[config.mk]
export PLATFORM = sky130hd
export DESIGN_NAME = skid_pipe
export DESIGN_NICKNAME = d
export VERILOG_FILES = /design/src/rtl/skid_pipe.sv
export SDC_FILE = /design/constraint.sdc
export NUM_CORES = 1
export LEC_CHECK = 0
export ABC_AREA = 1
export CORE_MARGIN = 1
export CORE_UTILIZATION = 39
export CTS_BUF_LIST = sky130_fd_sc_hd__clkbuf_8
export DETAILED_ROUTE_END_ITERATION = 8
export GPL_TIMING_DRIVEN = 1
export HOLD_SLACK_MARGIN = 0.02
export PLACE_DENSITY_LB_ADDON = 0.05
export RECOVER_POWER = 50
export SYNTH_ARGS = -nofsm -noshare
export SYNTH_HDL_FRONTEND = slang
export SYNTH_SLANG_ARGS = --single-unit
[constraint.sdc]
create_clock -name clk -period 2.14 [get_ports clk]
set_clock_uncertainty 0.15 [all_clocks]
set_input_delay 0.428 -clock clk [delete_from_list [all_inputs] [get_ports clk]]
set_output_delay 0.428 -clock clk [all_outputs]
set_load 0.02 [all_outputs]
[src/rtl/skid_pipe.sv]
// skid_pipe: STAGES-deep chain of full-throughput valid/ready skid slices (registered forward and backward paths).
// Optional SKID_PIPE_LEVEL_EN adds a registered 'level' output counting words held across the chain.
module skid_pipe #(
  parameter int             STAGES     = 1,
  parameter int             DIN        = 16,
  parameter logic [DIN-1:0] INIT       = '0,
  parameter bit             INIT_VALID = 1'b0
) (
  input  logic           clk,
  input  logic           rst,
  output logic           din_ready,
  input  logic           din_valid,
  input  logic [DIN-1:0] din_data,
  input  logic           dout_ready,
  output logic           dout_valid,
  output logic [DIN-1:0] dout_data
`ifdef SKID_PIPE_LEVEL_EN
  ,
  output logic [$clog2(2*STAGES+1)-1:0] level
`endif
);

  logic           rst_done;
  logic           m_valid    [STAGES];
  logic           s_valid    [STAGES];
  logic [DIN-1:0] m_data     [STAGES];
  logic [DIN-1:0] s_data     [STAGES];
  logic           up_valid   [STAGES];
  logic [DIN-1:0] up_data    [STAGES];
  logic           up_ready   [STAGES];
  logic           down_ready [STAGES];

  // Holds every stage closed to upstream until the first edge after reset release.
  always_ff @(posedge clk or posedge rst) begin
    if (rst) rst_done <= 1'b0;
    else     rst_done <= 1'b1;
  end

  for (genvar k = 0; k < STAGES; k++) begin : g_stage
    localparam bit             RST_MV = (k == STAGES-1) ? INIT_VALID : 1'b0;
    localparam logic [DIN-1:0] RST_MD = (k == STAGES-1) ? INIT : '0;

    logic in_xfer;

    assign up_ready[k] = ~s_valid[k] & rst_done;
    assign in_xfer     = up_valid[k] & up_ready[k];

    if (k == 0) begin : g_head
      assign up_valid[k] = din_valid;
      assign up_data[k]  = din_data;
    end else begin : g_link
      assign up_valid[k] = m_valid[k-1];
      assign up_data[k]  = m_data[k-1];
    end

    if (k == STAGES-1) begin : g_tail
      assign down_ready[k] = dout_ready;
    end else begin : g_mid
      assign down_ready[k] = up_ready[k+1];
    end

    // FULL drains skid into main; a stalled BUSY parks the incoming word in skid;
    // otherwise main simply follows the upstream transfer.
    always_ff @(posedge clk or posedge rst) begin
      if (rst) begin
        m_valid[k] <= RST_MV;
        m_data[k]  <= RST_MD;
        s_valid[k] <= 1'b0;
        s_data[k]  <= '0;
      end else if (s_valid[k]) begin
        if (down_ready[k]) begin
          m_data[k]  <= s_data[k];
          s_valid[k] <= 1'b0;
        end
      end else if (m_valid[k] && !down_ready[k]) begin
        if (in_xfer) begin
          s_data[k]  <= up_data[k];
          s_valid[k] <= 1'b1;
        end
      end else begin
        m_valid[k] <= in_xfer;
        if (in_xfer) m_data[k] <= up_data[k];
      end
    end

    a_no_skid_only: assert property (@(posedge clk) disable iff (rst) !(s_valid[k] && !m_valid[k]));
  end

  assign din_ready  = up_ready[0];
  assign dout_valid = m_valid[STAGES-1];
  assign dout_data  = m_data[STAGES-1];

`ifdef SKID_PIPE_LEVEL_EN
  localparam int LW = $clog2(2*STAGES+1);

  logic din_xfer;
  logic dout_xfer;

  assign din_xfer  = din_valid & din_ready;
  assign dout_xfer = dout_valid & dout_ready;

  // Occupancy tracks only the chain's boundary transfers; internal moves do not change it.
  always_ff @(posedge clk or posedge rst) begin
    if (rst)                        level <= LW'(INIT_VALID);
    else if (din_xfer && !dout_xfer) level <= level + LW'(1);
    else if (!din_xfer && dout_xfer) level <= level - LW'(1);
  end
`endif

endmodule

Word-level counts from Yosys, hierarchy flattened

Index checks and enable logic that the tools add are counted.

Logic and storage cells: 25
Bits in registers: 35
Output and inout port bits: 18
Input bits: 20

Reductions and logical operators: 6
Equal/unequal tests: 2
Multiplexer cells: 8
Bitwise operators: 4

Operators by type and width:

| kind                 | count |
|---|---|
| $mux W16             | 4 |
| $reduce_and A3 Y1    | 2 |
| $mux W1              | 4 |
| $ne A2 B2 Y1 const B | 2 |
| $and A1 B1 Y1        | 2 |
| $not A1 Y1           | 2 |
| $reduce_and A2 Y1    | 1 |
| $reduce_bool A2 Y1   | 1 |
| $logic_and A1 B1 Y1  | 1 |
| $logic_not A1 Y1     | 1 |

Longest topological paths before layout

Gate-level depths: netlist (run 1).

Word-level depth: 6
Depth in mapped cells: 8
Depth with buffers taken out: 6

Worst setup path after synthesis (run 1)

OpenSTA, ideal clock, no wires.

Path kind: reg-to-reg
From: reg s_valid
To: reg m_data (netlist bit dout_data[0])
Slack: 0.744 ns
Required time: 1.873 ns
Arrival time: 1.130 ns
Stages on the path, launching flop included: 7
Path through: dfrtp_1 > buf_6 > nor2_4 > nand3_4 > buf_2 > nand3_1 > nand2_1

Longest elaborated chain between the ends: 5
Elaborated cells on any way between the ends: 8
Those cells by class: eq/ne (2); mux (1); bitwise (3); reduce/logical (2)

RTL lines:

| what                                | RTL line | text |
|---|---|---|
| from (decl)                         | 25       | `logic s_valid [STAGES];` |
| from (signal, indexed assignment)   | 68       | `s_valid[k] <= 1'b0;` |
| from (signal, indexed assignment)   | 73       | `s_valid[k] <= 1'b0;` |
| from (signal, indexed assignment)   | 78       | `s_valid[k] <= 1'b1;` |
| $not A1 Y1 (no source line)         | -        |  |
| $and A1 B1 Y1                       | 45       | `assign up_ready[k] = ~s_valid[k] & rst_done;` |
| net din_ready                       | 11       | `output logic din_ready,` |
| $and A1 B1 Y1                       | 46       | `assign in_xfer = up_valid[k] & up_ready[k];` |
| $reduce_bool A2 Y1 (no source line) | -        |  |
| $reduce_and A3 Y1 (no source line)  | -        |  |
| to (signal, indexed assignment)     | 72       | `m_data[k] <= s_data[k];` |
| to (signal, indexed assignment)     | 82       | `if (in_xfer) m_data[k] <= up_data[k];` |
| to (decl)                           | 26       | `logic [DIN-1:0] m_data [STAGES];` |

The timed path passes the listed nets, and every way through them passes these cells.
A chain may end at the register's enable or synchronous reset.

Worst setup path in the final report (run 1)

From: reg rst_done
To: out din_ready

Longest elaborated chain between the ends: 1

RTL lines:

| what                   | RTL line | text |
|---|---|---|
| from (decl)            | 23       | `logic rst_done;` |
| from (signal assigned) | 35       | `if (rst) rst_done <= 1'b0;` |
| from (signal assigned) | 36       | `else rst_done <= 1'b1;` |
| $and A1 B1 Y1          | 45       |  |
| to (decl)              | 11       |  |

No other way between the ends.

==> results.md, run 1 <==
- Outcome: complete, no violations
- Number of buffers added for setup after CTS: 0
- Largest cells by area after synthesis: sky130_fd_sc_hd__dfrtp_1 (54%), sky130_fd_sc_hd__nand2_1 (29%), sky130_fd_sc_hd__nand3_1 (4.9%)
- Final Critical Period: 2.040 ns
- Sort of element at the end of the critical path: primary output
- Cell breakdown of the critical path: inv_1 > nor2_4 > clkdlybuf4s50_1
- Starting utilization of the core area: 40.85%
- Net count of the finished layout: 261
- Unrepaired setup endpoints after global routing: no
- Detailed Route Iter0 Violations: 65
- Std-Cell Rows: 23
- Critical path class: reg -> out
- Number of distinct library cells after synthesis: 17
- H-Tree Level Count: 2
- Vias per cell: 4.760
- Vias in the first global route: 1380
- Via count: 1390
- Max-capacitance violation count: 0
- # IOs: 38
- Post_cts resized: 0
- Standard cell core area: about 0.004 mm^2
- Final Setup Violations: 0
- Final hold vios: 0
- Share of the clock period used by the worst path: 95.32%
- Number of non-filler instances in the completed layout: 292
- Fin. max-slew vios: 0
- Flip-flop and latch count after synthesis: 35
- Clock slew at the register clock pins of the worst setup and hold paths: 0.06 ns
- Routed wire length on met3: ~190 um
- Critical path launch point: rst_done$_DFF_PP0_
- Worst setup slack for register-to-register paths: 0.20 ns
- First-pass GRT wire length: 6368 um
- Worst path required time: 1.56 ns
- Smallest setup slack after layout: 0.1001 ns
- Metal1 wirelength: ~1700 um
- Sequential power share: 46.5%
- Remaining DRCs: 0
- Post-Syn Area per Cell: slightly above 8 um^2
- Synth-to-Final Area Change: 28.71%
- Die boundary width: 66.73 um
- Final wirelength: 3649 um
- Die outline area: 0.004453 mm^2
- Number of hold buffers added after CTS: 0
- Cells after DPL: 284
- Total track usage: around a fifth
- Endpoint of the most critical register-to-register path: s_data[4]$_DFFE_PP0P_
- Sum of internal, switching and leakage power: between 1.5 and 2 mW
- Worst hold path class: reg -> reg
- Synthesized net count: 222
- Measured slew at the worst slew-check pin: between 0.8 and 0.9 ns
- Number of iterations in the first detailed-routing pass: 4
- Final design instance area without fill: 0.002103 mm^2
- Max layer used: met4
- Clock network fraction of total power: 26.0%
- Hold Path Sink: s_data[4]$_DFFE_PP0P_
- Netlist area before placement: ~0.0016 mm^2
- Placement Setup Slack: roughly 0.16 ns
- Clock tree from TritonCTS: yes
- Largest driver fanout on the critical path: 2
- Buffer levels on the longest clock path: 2
- Internal portion of total power: 1.363 mW
- Final core utilization: 52.58%
- Headroom to the max-slew limit: 41.75%
- Total negative slack: 0 ns
- Comb power frac: 27.5%
- Source-to-sink clock delay at the later pin of the worst-skew pair: between 0.2 and 0.3 ns
- Final hold slack: around 0.32 ns
- Maximum number of pins on one net before global-route repair: 36
- Highest Clock Rate: 490.2 MHz
- Highest-count cells in the layout ignoring fill and taps: sky130_fd_sc_hd__nand2_1 (125), sky130_fd_sc_hd__clkdlybuf4s50_1 (36), sky130_fd_sc_hd__dfrtp_1 (35)
- Source of the worst register-to-register timing path: s_valid$_DFF_PP0_
- R2R depth: 7
- Fraction of the yosys area taken by sequential cells: 53.60%
- Sw Share: 31.00%
- Leak pwr: 1.100 nW
- Startpoint types: register
- Slowest CP cell: sky130_fd_sc_hd__clkdlybuf4s50_1
- Root buffer selected by CTS: sky130_fd_sc_hd__clkbuf_8
- Most common library cell in the layout ignoring fill and taps: sky130_fd_sc_hd__nand2_1
- Number of buffers created by CTS: 5
- Power per unit of standard cell area: approximately 940 mW/mm^2
- Cell taking the most area after synthesis: sky130_fd_sc_hd__dfrtp_1
- Die height: 66.73 um
- Routed length on met2: ~1700 um
- Number of buffers inserted by port buffering: 37
- Highest ir drop seen on vdd: 487.7 uV
- Instance area after placement: 0.002024 mm^2
- Antenna violations before repair: 0
- Synthesized netlist cell count: 202
- Worst Path Arrival: 1.46 ns
- Critical Path Max Stage Delay: 0.62 ns
- Average detailed-routed wire length per instance: 12.50 um
- Total congestion overflow: 0
- Total inserted antenna cells: 0
- Worst Min Path Start: s_data[4]$_DFFE_PP0P_
- Count of synthesis-stage warnings from yosys: 0
- Hpwl dp: 2553 um
- CTS sink count: 35
- Fraction of final layout cells with drive strength greater than 1: 8.264%
- Power dissipated by switching net loads: a little over 0.6 mW
- Worst hold stages: 2
- Number of routed nets with antenna violations: 0
- Top-area cell type share of the netlist area: 53.60%
- Placer congestion estimate: roughly 0.77
-- worst max-delay path by stage --
| stage | slack [ns] | to |
|---|---|---|
| 3_3_place_gp | 0.23 | dout_data[10]$_DFFE_PP0P_ |
| 6_report | 0.10 | din_ready |
| 3_5_place_dp | 0.16 | dout_data[15]$_DFFE_PP0P_ |
| 2_1_floorplan | 0.74 | dout_data[0]$_DFFE_PP0P_ |
| 4_1_cts | 0.04 | din_ready |
| 5_1_grt | 0.03 | s_data[2]$_DFFE_PP0P_ |
-- cell families (layout without fill, tap and decap cells) --
logic type	after synthesis	count (layout)	synth area share [%]
other cells	1	1	0.2295
compound gates	4	4	1.225
simple gates	148	148	39.13
flops	35	35	53.60
buf+inv	14	54	5.819
-- cells in the mapped netlist --
cell type and instances:
sky130_fd_sc_hd__nand3_4 2, sky130_fd_sc_hd__inv_2 1, sky130_fd_sc_hd__nand2_4 1, sky130_fd_sc_hd__nand2_2 2, sky130_fd_sc_hd__nand2_1 125, sky130_fd_sc_hd__inv_4 1
sky130_fd_sc_hd__dfrtp_1 35, sky130_fd_sc_hd__buf_6 4, sky130_fd_sc_hd__conb_1 1, sky130_fd_sc_hd__nand3_1 16, sky130_fd_sc_hd__nor2_8 1, sky130_fd_sc_hd__buf_2 4
sky130_fd_sc_hd__inv_1 3, sky130_fd_sc_hd__o21ai_1 1, sky130_fd_sc_hd__clkinv_4 1, sky130_fd_sc_hd__nor2_4 1, sky130_fd_sc_hd__o21ai_0 3
-- worst max-delay path, delay by kind of cell (launching register included) --
kind                   cells  cell delay (ns)
flip-flops                 1             0.37
buffers and inverters      2             0.70
AND/OR/NAND/NOR            1             0.12
-- flip-flops by register name, summed over array words and instances (netlist names) --
register    cells
dout_data      16
s_data         16
dout_valid      1
rst_done        1
s_valid         1
-- routing by layer --
metal | vias to the layer above | GRT usage, %
met3 | 5 | 5.308
met2 | 40 | 30.93
li1 | 704 | -
met4 | 0 | 7.181
met1 | 641 | 25.30
met5 | - | 0
-- power by group through the flow --
| stage | Clock (mW) | Combinational (mW) | Sequential (mW) |
|---|---|---|---|
| 2_1_floorplan | 0 | 0.224 | 1.00 |
| 3_3_place_gp | 0 | 0.544 | 0.926 |
| 3_5_place_dp | 0 | 0.556 | 0.930 |
| 4_1_cts | 0.531 | 0.558 | 0.917 |
| 5_1_grt | 0.564 | 0.610 | 0.937 |
| 6_report | 0.514 | 0.543 | 0.918 |
-- final cells by class --
type	count	area, um^2
repair buffers	40	387.9
well taps	50	62.56
multi-input cells	153	646.9
flip-flops and latches	35	875.8
inverters	6	30.03
fillers	375	1897
clock inverters	1	3.754
clock buffers	7	96.34
Power figures use the tool's default switching activity.
==> run 2: changes to the inputs <==
==> constraint.sdc (replaced) <==
create_clock -name clk -period 2.65 [get_ports clk]
set_clock_uncertainty 0.15 [all_clocks]
set_input_delay 0.53 -clock clk [delete_from_list [all_inputs] [get_ports clk]]
set_output_delay 0.53 -clock clk [all_outputs]
set_load 0.02 [all_outputs]
==> run 2 against run 1 <==
  * Clock-buffer cell count fell by 1
  * Clock power fell by 2%
  * Critical path type is now in -> reg
  * Non-clock buffer count is 1 lower
  * Power down 15%
  * Worst hold slack improved by 0.00067 ns
  * Cell count down 0.34%
==> results.md, run 2 (synthesis results as in run 1) <==
- Root buffer selected by CTS: sky130_fd_sc_hd__clkbuf_8
- Total track usage: 19.83%
- Worst setup slack for register-to-register paths: about 0.54 ns
- Die boundary width: about 67 um
- Fill cell count: ~390
- Most common library cell in the layout ignoring fill and taps: sky130_fd_sc_hd__nand2_1
- Clock tree from TritonCTS: yes
- Vias in the first global route: 1349
- Most heavily used metal layer in global routing: met2
- Largest driver fanout on the critical path: 18
- Measured slew at the worst slew-check pin: 0.8692 ns
- Highest ir drop seen on vdd: 464.7 uV
- Total negative slack: 0 ns
- GR met2 Demand/Resource: 30.68%
- Number of iterations in the first detailed-routing pass: 4
- Antenna violations before repair: 0
- Worst Setup EP: s_data[15]$_DFFE_PP0P_
- H-Tree Level Count: 2
- Number of routed nets with antenna violations: 0
- Share of the clock period used by the worst path: 83.91%
- Worst Path Arrival: ~2.3 ns
- Std-Cell Rows: 23
- Net count of the finished layout: 260
- Total congestion overflow: 0
- Number of hold buffers added after CTS: 0
- R2R depth: 7
- Sort of element at the end of the critical path: register
- Number of buffers created by CTS: 5
- Number of non-filler instances in the completed layout: just under 300
- Max-capacitance violation count: 0
- Synth-to-Final Area Change: 29.63%
- Global routing usage on met3: 5.479%
- Fraction of final layout cells with drive strength greater than 1: ~8.3%
- Critical path launch point: din_valid
- Vias per cell: 4.598
- Buffer levels on the longest clock path: 2
- Highest Clock Rate: 449.7 MHz
- Via count: 1338
- Worst hold path class: reg -> reg
- CTS sink count: 35
- Final Setup Violations: 0
- Total inserted antenna cells: 0
- Starting utilization of the core area: 40.85%
- Final wirelength: between 3000 and 4000 um
- Average detailed-routed wire length per instance: 12.64 um
- Outcome: complete, no violations
- Die outline area: 0.004453 mm^2
- Final hold vios: 0
- Startpoint types: input pin
- Worst hold stages: 2
- Fin. max-slew vios: 0
- Number of buffers inserted by port buffering: 37
- Highest-count cells in the layout ignoring fill and taps: sky130_fd_sc_hd__nand2_1 (125), sky130_fd_sc_hd__dfrtp_1 (35), sky130_fd_sc_hd__clkdlybuf4s50_1 (35)
- Headroom to the max-slew limit: 42.05%
- Placer congestion estimate: 0.7921
- Remaining DRCs: 0
- Standard cell core area: around 0.004 mm^2
- Leak pwr: between 1 and 1.5 nW
- Die height: 66.73 um
- Hpwl dp: between 2000 and 2500 um
- Sum of internal, switching and leakage power: 1.676 mW
- Post_cts resized: 0
- Detailed Route Iter0 Violations: 48
- Source of the worst register-to-register timing path: s_valid$_DFF_PP0_
- # IOs: 38
- Met1 layer usage reported by global route: 26.08%
- Worst path required time: 2.68 ns
- Source-to-sink clock delay at the later pin of the worst-skew pair: 0.29 ns
- Cells after DPL: around 280
- Critical path class: in -> reg
- Endpoint of the most critical register-to-register path: s_data[15]$_DFFE_PP0P_
- Final Critical Period: 2.224 ns
- Number of buffers added for setup after CTS: 0
- Power per unit of standard cell area: slightly below 800 mW/mm^2
- First-pass GRT wire length: 6389 um
- Maximum number of pins on one net before global-route repair: 36
- Clock slew at the register clock pins of the worst setup and hold paths: 0.07 ns
- Unrepaired setup endpoints after global routing: no
[run 2: critical path: stages]
cell and delay [ns]:
sky130_fd_sc_hd__dlygate4sd3_1 0.65, sky130_fd_sc_hd__nand3_4 0.10, sky130_fd_sc_hd__nor2_2 0.59, sky130_fd_sc_hd__inv_4 0.20, sky130_fd_sc_hd__nand2_1 0.12, sky130_fd_sc_hd__nand2_1 0.06
[run 2: layer usage]
metal	routed length, um	vias to the layer above
met5	0	-
met4	55	0
met3	161	5
met1	1776	607
met2	1684	31
li1	-	695
[run 2: final cells by class]
cell class,instances,area (um^2),area share (%)
well taps,50,62.56,2.953
repair buffers,39,382.9,18.07
flip-flops and latches,35,875.8,41.35
clock buffers,6,82.58,3.898
clock inverters,2,35.03,1.654
multi-input cells,153,649.4,30.66
inverters,6,30.03,1.418
[run 2: through the flow]
step                hold slack, ns  setup slack, ns  util, %  instance area, um^2
floorplan                   0.2917            1.194        -                 1634
global placement            0.3053           0.5452    50.42                 2017
detailed placement          0.3087           0.5133    50.42                 2017
CTS                         0.3276           0.4232    53.36                 2135
global route                0.3534           0.3272    52.96                 2118
finish                      0.3252           0.4263    52.96                 2118
[run 2: report_power, final]
part           internal, mW  switching [mW]  leakage (nW)  total [mW]
Clock                 0.304           0.197        0.0612       0.502
Sequential            0.665          0.0711         0.439       0.736
Combinational         0.202           0.236         0.601       0.438
Total                  1.17           0.505          1.10        1.68
[run 2: how the worst min path moves through the flow]
stage / slack, ns / start / endpoint
6_report: 0.33 / s_data[12]$_DFFE_PP0P_ / s_data[12]$_DFFE_PP0P_
5_1_grt: 0.35 / s_data[7]$_DFFE_PP0P_ / s_data[7]$_DFFE_PP0P_
4_1_cts: 0.33 / s_data[10]$_DFFE_PP0P_ / s_data[10]$_DFFE_PP0P_
3_5_place_dp: 0.31 / s_data[10]$_DFFE_PP0P_ / s_data[10]$_DFFE_PP0P_
3_3_place_gp: 0.31 / s_data[2]$_DFFE_PP0P_ / s_data[2]$_DFFE_PP0P_
2_1_floorplan: 0.29 / s_data[0]$_DFFE_PP0P_ / s_data[0]$_DFFE_PP0P_
